$ cat src/rtl/dm_lsu.sv
// rtl/dm_lsu.sv - load/store unit bridging CPU requests to a byte-addressed data memory
module dm_lsu (
  input  logic        clk,
  input  logic        rstn,
  input  logic        req_valid,
  output logic        req_ready,
  input  logic        req_we,
  input  logic [2:0]  req_funct3,
  input  logic [31:0] req_addr,
  input  logic [31:0] req_wdata,
  output logic        rsp_valid,
  input  logic        rsp_ready,
  output logic [31:0] rsp_rdata,
  output logic        rsp_err,
  output logic        DMWr,
  output logic [9:0]  addr,
  output logic [31:0] din,
  output logic [2:0]  DMType,
  input  logic [31:0] dout
);

  typedef enum logic [1:0] {IDLE, ACC, SPLIT, RESP} state_t;

  state_t      state_q, state_d;
  logic [1:0]  cnt_q, cnt_d;
  logic        we_q, we_d;
  logic [2:0]  funct3_q, funct3_d;
  logic [9:0]  addr_q, addr_d;
  logic [31:0] wdata_q, wdata_d;
  logic [31:0] rdata_q, rdata_d;
  logic        err_q, err_d;

  logic [2:0]  req_size;
  logic [10:0] req_last;
  logic        req_illegal;
  logic        req_bad;
  logic        req_misaligned;
  logic [2:0]  acc_type;
  logic [1:0]  split_last;

  // Classify the incoming request: access size, legality, range and alignment.
  always_comb begin
    req_size = 3'd1;
    case (req_funct3[1:0])
      2'b00:   req_size = 3'd1;
      2'b01:   req_size = 3'd2;
      2'b10:   req_size = 3'd4;
      default: req_size = 3'd1;
    endcase
    req_illegal    = (req_funct3[1:0] == 2'b11) || (req_funct3 == 3'b110) ||
                     (req_we && req_funct3[2]);
    req_last       = {1'b0, req_addr[9:0]} + {8'd0, req_size} - 11'd1;
    req_bad        = req_illegal || (|req_addr[31:10]) || (req_last > 11'h1FF);
    req_misaligned = ((req_size == 3'd2) && req_addr[0]) ||
                     ((req_size == 3'd4) && (|req_addr[1:0]));
  end

  // Memory access type for a whole aligned access, and final byte index of a split.
  always_comb begin
    acc_type = 3'b000;
    case (funct3_q)
      3'b010:  acc_type = 3'b000;
      3'b001:  acc_type = 3'b001;
      3'b101:  acc_type = 3'b010;
      3'b000:  acc_type = 3'b011;
      3'b100:  acc_type = 3'b100;
      default: acc_type = 3'b000;
    endcase
    split_last = funct3_q[1] ? 2'd3 : 2'd1;
  end

  // Next-state logic: request capture, byte sequencing and load data assembly.
  always_comb begin
    state_d  = state_q;
    cnt_d    = cnt_q;
    we_d     = we_q;
    funct3_d = funct3_q;
    addr_d   = addr_q;
    wdata_d  = wdata_q;
    rdata_d  = rdata_q;
    err_d    = err_q;
    case (state_q)
      IDLE: begin
        if (req_valid) begin
          we_d     = req_we;
          funct3_d = req_funct3;
          addr_d   = req_addr[9:0];
          wdata_d  = req_wdata;
          rdata_d  = 32'd0;
          cnt_d    = 2'd0;
          err_d    = req_bad;
          if (req_bad)             state_d = RESP;
          else if (req_misaligned) state_d = SPLIT;
          else                     state_d = ACC;
        end
      end
      ACC: begin
        if (!we_q) rdata_d = dout;
        state_d = RESP;
      end
      SPLIT: begin
        if (!we_q) begin
          rdata_d[{cnt_q, 3'b000} +: 8] = dout[7:0];
          if ((cnt_q == split_last) && (funct3_q == 3'b001)) rdata_d[31:16] = {16{dout[7]}};
        end
        if (cnt_q == split_last) begin
          cnt_d   = 2'd0;
          state_d = RESP;
        end else begin
          cnt_d = cnt_q + 2'd1;
        end
      end
      RESP: begin
        if (rsp_ready) state_d = IDLE;
      end
      default: state_d = IDLE;
    endcase
  end

  // State and capture registers; reset aborts any access in flight.
  always_ff @(posedge clk or negedge rstn) begin
    if (!rstn) begin
      state_q  <= IDLE;
      cnt_q    <= 2'd0;
      we_q     <= 1'b0;
      funct3_q <= 3'd0;
      addr_q   <= 10'd0;
      wdata_q  <= 32'd0;
      rdata_q  <= 32'd0;
      err_q    <= 1'b0;
    end else begin
      state_q  <= state_d;
      cnt_q    <= cnt_d;
      we_q     <= we_d;
      funct3_q <= funct3_d;
      addr_q   <= addr_d;
      wdata_q  <= wdata_d;
      rdata_q  <= rdata_d;
      err_q    <= err_d;
    end
  end

  // Memory and handshake outputs decoded purely from registered state.
  always_comb begin
    DMWr      = 1'b0;
    addr      = 10'd0;
    din       = 32'd0;
    DMType    = 3'b000;
    req_ready = (state_q == IDLE);
    rsp_valid = (state_q == RESP);
    rsp_rdata = 32'd0;
    rsp_err   = 1'b0;
    case (state_q)
      ACC: begin
        DMWr   = we_q;
        addr   = addr_q;
        din    = wdata_q;
        DMType = acc_type;
      end
      SPLIT: begin
        DMWr   = we_q;
        addr   = addr_q + {8'd0, cnt_q};
        din    = {24'd0, wdata_q[{cnt_q, 3'b000} +: 8]};
        DMType = we_q ? 3'b011 : 3'b100;
      end
      RESP: begin
        rsp_rdata = rdata_q;
        rsp_err   = err_q;
      end
      default: ;
    endcase
  end

endmodule

$ cat config.mk
export PLATFORM = sky130hd
export DESIGN_NAME = dm_lsu
export DESIGN_NICKNAME = d
export VERILOG_FILES = /design/src/rtl/dm_lsu.sv
export SDC_FILE = /design/constraint.sdc
export NUM_CORES = 1
export LEC_CHECK = 0
export CAP_MARGIN = 20
export CORE_ASPECT_RATIO = 1.1
export CORE_MARGIN = 2
export CORE_UTILIZATION = 42
export DETAILED_ROUTE_END_ITERATION = 10
export MAX_ROUTING_LAYER = met4
export PLACE_DENSITY = 0.75
export SLEW_MARGIN = 20
export SYNTH_ARGS = -nofsm -noshare
export SYNTH_HDL_FRONTEND = slang
export SYNTH_SLANG_ARGS = --single-unit
export TNS_END_PERCENT = 1
$ cat constraint.sdc
create_clock -name clk -period 3.18 [get_ports clk]
set_clock_uncertainty 0.15 [all_clocks]
set_input_delay 0.636 -clock clk [delete_from_list [all_inputs] [get_ports clk]]
set_output_delay 0.636 -clock clk [all_outputs]
set_load 0.01 [all_outputs]
==> results.py, run 1 <==
metrics = {
    "outcome": {
        "run_status": "completed",
    },
    "drt": {
        "num_vias": 5082,
        "ant_nets": 0,
        "wl_per_cell_um": 17.2,
        "firstDrtPassIters": 5,
        "vias_per_cell": 5.45,
        "drtIter0Drc": 249,
        "wirelength_mm": 16.0,
        "drc_errors": 0,
    },
    "worst_setup_path": {
        "endpoint_kind": "flop",
        "reg2reg_slack_ns": 0.64,
        "required_ns": 3.25,
        "path_cells": "clkdlybuf4s50_1, inv_1, ha_1, inv_1, ha_1, inv_1, ha_1, fa_1, nand3_1, nand2_1, a31oi_2, xnor2_1, nor4_1, o21ai_1",
        "slowest_stage": "clkdlybuf4s50_1",
        "worst-path-buf-inv": 4,
        "cp_top_family": "adder cells",
        "start_kind": "primary input",
        "cpPeakStageDelay_ns": 0.47,
        "cp_max_fo": 4,
        "path_class": "in2reg",
        "crit_arrival_ns": 3.23,
    },
    "power": {
        "power_w": 0.00693,
        "ir_drop_mv": 0.444,
        "p_per_area_nw_per_um2": 882,
        "leakage_nw": 3.36,
    },
    "clock_tree": {
        "clk_latency_ns": 0.34,
        "cts.sinks": 83,
        "clockBufferDepth": 2,
        "htreeDepth": 3,
        "numCtsBuffers": 9,
        "tritoncts": "built",
        "path_clk_slew_ns": 0.06,
        "cts-root-buf": "clkbuf_16",
    },
    "yosys": {
        "synth_compound_area_share_pct": 16.7,
        "synthCells": 591,
        "syn_area_per_cell_um2": 9.19,
        "synth_edf_count": 0,
        "syn_nets": 726,
        "synth_ff_type": "dfrtp_1",
        "synth_seq_cells": 83,
        "synth_mux_area_share_pct": 10.5,
        "synthAdderAreaFrac_pct": 7.42,
        "synthArstFlopShare_pct": 100,
        "netlist_area_um2": 5430,
        "synth_top_family_by_area": "simple AND/OR/NAND/NOR gates",
        "synth-simple-area-share_pct": 21.1,
        "seq_area_frac_synth_pct": 38.2,
        "synthTopCellsByArea": "dfrtp_1 (38%), and2_1 (7.3%), mux2_2 (7.0%)",
        "synth_top_area_share_pct": 38.2,
        "yosys_warnings": 0,
        "ys_types": 50,
        "synthXorXnorAreaFrac_pct": 1.29,
        "yosysTopAreaCell": "dfrtp_1",
    },
    "timing": {
        "setup_violations": 0,
        "period_needed_ns": 3.16,
        "setup-tns-final_ns": 0,
        "slew_viol_final": 0,
        "hold_violations": 0,
        "relSlewSlack_pct": 48.0,
        "period_share_pct": 99.4,
        "clock.fmax_ghz": 0.317,
        "rsz0062_at_grt": "yes",
        "worst_pin_slew_ns": 0.780,
    },
    "cells_and_area": {
        "layout-drive-gt1-share_pct": 11.6,
        "diodes": 0,
        "instances_no_fill": 933,
        "layout_commonest_cell": "clkdlybuf4s50_1",
        "synthToLayoutAreaGrowth_pct": 44.6,
        "layout_common_cells": "clkdlybuf4s50_1 (176), dfrtp_1 (83), nand2_1 (65)",
        "nNetsFinal": 906,
        "fill_cells": 1068,
    },
    "die": {
        "rows": 43,
        "ios": 185,
        "die_h_um": 123,
        "die-area_um2": 13900,
        "core_area_um2": 12600,
        "die_w_um": 112,
        "initial_core_util_pct": 43.0,
    },
    "placed_design": {
        "portBuffers": 184,
        "dp.cells": 917,
        "gp_congestion": 0.869,
        "place_hpwl_mm": 11.6,
    },
    "global_routing": {
        "grt_pass1_wl_mm": 25.8,
        "grt_overflow": 0,
        "grt_antenna_before_repair": 0,
        "grt_pass1_vias": 5253,
        "grt_usage_pct": 24.0,
        "grt_max_degree": 84,
    },
    "min_path": {
        "hold_class": "in2async",
    },
    "job": {
        "maxCapViolations": 0,
    },
}
## sequential cells by signal (all words and copies together), names as in the netlist
register  flops
rdata_q      32
wdata_q      32
addr_q       10
funct3_q      3
cnt_q         2
state_q       2
err_q         1
we_q          1
## per-stage QoR
stage / hold WS [ns] / worst slack, ns / cell area (um2) / utilization, %
after global routing: 0.269 / -0.127 / 7860 / 62.1
after global placement: 0.325 / -0.231 / 7490 / 59.2
after detailed placement: 0.333 / -0.422 / 7490 / 59.2
final: 0.190 / 0.0205 / 7860 / 62.1
after floorplan: 0.190 / 0.388 / 5430 / -
after CTS: 0.351 / -0.0196 / 7830 / 61.9
## layer usage
metal | vias up | track usage [%] | share of wire, %
met3 | 34 | 6.03 | 7.8
li1 | 2420 | - | -
met2 | 221 | 40.5 | 48
met4 | 0 | 7.93 | 2.7
met1 | 2407 | 28.3 | 41
met5 | - | - | 0
## layout make-up
class / count / area [um2] / area share, %
clock buffers: 11 / 243 / 3.09
clock inverters: 5 / 100 / 1.27
inverters: 33 / 124 / 1.58
multi-input cells: 442 / 3110 / 39.6
flip-flops and latches: 83 / 2080 / 26.4
well taps: 157 / 196 / 2.50
repair buffers: 202 / 2000 / 25.5
## synthesized netlist by cell type (all sizes together) (2+ instances only)
| cell type | n |
|---|---|
| a21boi | 2 |
| a21o | 2 |
| a21oi | 47 |
| a22o | 8 |
| a22oi | 25 |
| and2 | 63 |
| and3 | 4 |
| buf | 11 |
| clkbuf | 22 |
| dfrtp | 83 |
| fa | 2 |
| ha | 29 |
| inv | 33 |
| mux2 | 34 |
| mux4 | 8 |
| nand2 | 66 |
| nand2b | 2 |
| nand3 | 10 |
| nand3b | 2 |
| nand4 | 6 |
| nor2 | 8 |
| nor2b | 34 |
| nor3 | 2 |
| nor3b | 2 |
| nor4 | 6 |
| o211ai | 2 |
| o21ai | 58 |
| o31ai | 2 |
| xnor2 | 5 |
| xor2 | 3 |
## power breakdown
part | switching, W | leakage, nW | internal, W
sequential | 0.000409 | 1.05 | 0.00156
combinational | 0.00189 | 2.14 | 0.00186
clock | 0.000426 | 0.169 | 0.000787
total | 0.00272 | 3.36 | 0.00421
## what timing repair did
| action | 4_1_cts | 5_1_grt |
|---|---|---|
| resized for setup | 3 | 7 |
| endpoints found under the hold margin | 0 | 0 |
| buffers inserted | 0 | 0 |
| setup endpoints to repair | 18 | 19 |
| pin swaps | 1 | 2 |
| hold buffers | 0 | 0 |
## worst paths after layout
check / from / to / cells past startpoint
max in group asynchronous: rstn / addr_q[3] / 1
max: req_funct3[1] / err_q / 14
min: rstn / rdata_q[21] / 1
min in group clk: rdata_q[4] / rdata_q[4] / 1
min reg2reg: rdata_q[4] / rdata_q[4] / 1
max reg2reg: state_q[1] / rdata_q[8] / 8
## cell families after synthesis
| logic type | count (synthesis) |
|---|---|
| simple gates | 208 |
| compound gates | 152 |
| flops | 83 |
| buf+inv | 66 |
| mux | 43 |
| fa+ha+maj | 31 |
| xor+xnor | 8 |
(Power assumes the default switching activity.)
==> inputs of run 2 (changes only) <==
--- a/config.mk
+++ b/config.mk
@@ -7,7 +7,7 @@
 export LEC_CHECK = 0
 export CAP_MARGIN = 20
 export CORE_ASPECT_RATIO = 1.1
-export CORE_MARGIN = 2
+export CORE_MARGIN = 4
 export CORE_UTILIZATION = 42
 export DETAILED_ROUTE_END_ITERATION = 10
 export MAX_ROUTING_LAYER = met4
==> constraint.sdc (replaced) <==
create_clock -name clk -period 3.18 [get_ports clk]
set_clock_uncertainty 0.15 [all_clocks]
set_input_delay 0.795 -clock clk [delete_from_list [all_inputs] [get_ports clk]]
set_output_delay 0.795 -clock clk [all_outputs]
set_load 0.01 [all_outputs]
==> results.py, run 2 (same netlist as run 1, synthesis figures left out) <==
metrics = {
    "cells_and_area": {
        "fin_util_pct": 62.4,
        "reg.largest.list": "rdata_q x32, wdata_q x32, addr_q x10",
        "seq_area_um2": 2080,
        "nNetsFinal": 911,
        "layout_common_cells": "clkdlybuf4s50_1 (167), dfrtp_1 (82), nand2_1 (65)",
        "finalInstanceArea_um2": 7890,
        "fill_cells": 1050,
        "synthToLayoutAreaGrowth_pct": 45.3,
        "layout-drive-gt1-share_pct": 12.6,
        "layout_commonest_cell": "clkdlybuf4s50_1",
        "multiInputGateArea_um2": 3130,
        "diodes": 0,
    },
    "clock_tree": {
        "tritoncts": "built",
        "cts-root-buf": "clkbuf_16",
        "cts.sinks": 83,
        "clk_latency_ns": 0.34,
        "htreeDepth": 3,
        "clockBufferDepth": 2,
        "postCtsSetupRepairBufs": 0,
        "numCtsBuffers": 9,
        "ctsHoldBuffers": 0,
        "path_clk_slew_ns": 0.06,
    },
    "timing": {
        "clock.fmax_ghz": 0.322,
        "rsz0062_at_grt": "yes",
        "relSlewSlack_pct": 57.7,
        "slew_viol_final": 0,
        "holdWs_ns": 0.292,
        "hold_violations": 0,
        "period_needed_ns": 3.10,
        "setup-tns-final_ns": 0,
        "worst_pin_slew_ns": 0.632,
        "period_share_pct": 97.5,
        "setup_violations": 0,
    },
    "drt": {
        "vias_per_cell": 5.46,
        "wl_per_cell_um": 17.3,
        "drtIter0Drc": 343,
        "firstDrtPassIters": 5,
        "wirelength_mm": 16.2,
        "ant_nets": 0,
        "num_vias": 5114,
        "drc_errors": 0,
    },
    "placed_design": {
        "portBuffers": 184,
        "place_hpwl_mm": 12.1,
        "gp_congestion": 0.855,
        "dpl_cell_area_um2": 7540,
    },
    "worst_setup_path": {
        "required_ns": 2.23,
        "crit_arrival_ns": 2.16,
        "endpoint_kind": "output port",
        "path_class": "reg2out",
        "start_kind": "flop",
        "cp_max_fo": 17,
        "reg2reg_slack_ns": 0.75,
    },
    "global_routing": {
        "grt_overflow": 0,
        "grt_max_degree": 45,
        "grt_antenna_before_repair": 0,
        "grt_pass1_wl_mm": 26.0,
        "grt_pass1_vias": 5321,
        "grt_usage_pct": 22.7,
    },
    "die": {
        "initial_core_util_pct": 43.0,
        "core_area_um2": 12600,
        "rows": 43,
        "die_w_um": 116,
        "die_h_um": 127,
        "die-area_um2": 14800,
        "ios": 185,
    },
    "min_path": {
        "hold_class": "in2async",
    },
    "outcome": {
        "run_status": "completed",
    },
    "job": {
        "maxCapViolations": 0,
    },
    "power": {
        "ir_drop_mv": 0.468,
        "p_per_area_nw_per_um2": 861,
        "leakage_nw": 3.40,
    },
}
run 2: path summary, 6_finish.rpt:
path,startpoint,to,depth (start not counted)
min reg2reg,rdata_q[24],rdata_q[24],2
max,cnt_q[0],din[0],5
max reg2reg,cnt_q[1],rdata_q[19],7
max in group asynchronous,rstn,cnt_q[1],2
min in group clk,rdata_q[24],rdata_q[24],2
min,rstn,rdata_q[20],1
run 2: final cells by class:
type                       count  area share, %
clock inverter                 2          0.444
sequential                    83           26.3
tap                          157           2.49
timing repair buffer         207           26.2
inverter                      33           1.57
multi-input combinational    442           39.6
clock buffer                  13           3.30
run 2: metal layers:
metal  up-vias  wire length (um)  global-route usage (%)
met2       216              7890                    36.2
met1      2429              6680                    28.1
met3        42              1140                    4.55
met4         0               497                    9.08
li1       2427                 -                       -
met5         -                 0                       -
run 2: report_power, final:
part / internal (W) / switching (W)
clock: 0.000646 / 0.000399
sequential: 0.00157 / 0.000411
combinational: 0.00190 / 0.00188
total: 0.00411 / 0.00269
run 2: metrics by stage:
stage | setup WS [ns] | total power (W) | cells
detailed placement | -0.527 | 0.00573 | 922
global placement | -0.387 | 0.00560 | 922
global route | -0.0328 | 0.00732 | 937
floorplan | 0.229 | 0.00417 | 591
CTS | -0.0829 | 0.00679 | 937
finish | 0.0783 | 0.00680 | 937
run 2: worst max-delay path, stage by stage, from the launching register on:
cell	delay (ns)
dfrtp_1	0.36
buf_6	0.22
mux4_2	0.52
a22oi_1	0.16
nor2b_1	0.08
clkdlybuf4s50_1	0.48
run 2: what timing repair did:
item / 4_1_cts / 5_1_grt
gates resized for setup: 17 / 18
pin swaps: 1 / 2
endpoints found under the setup margin: 24 / 18
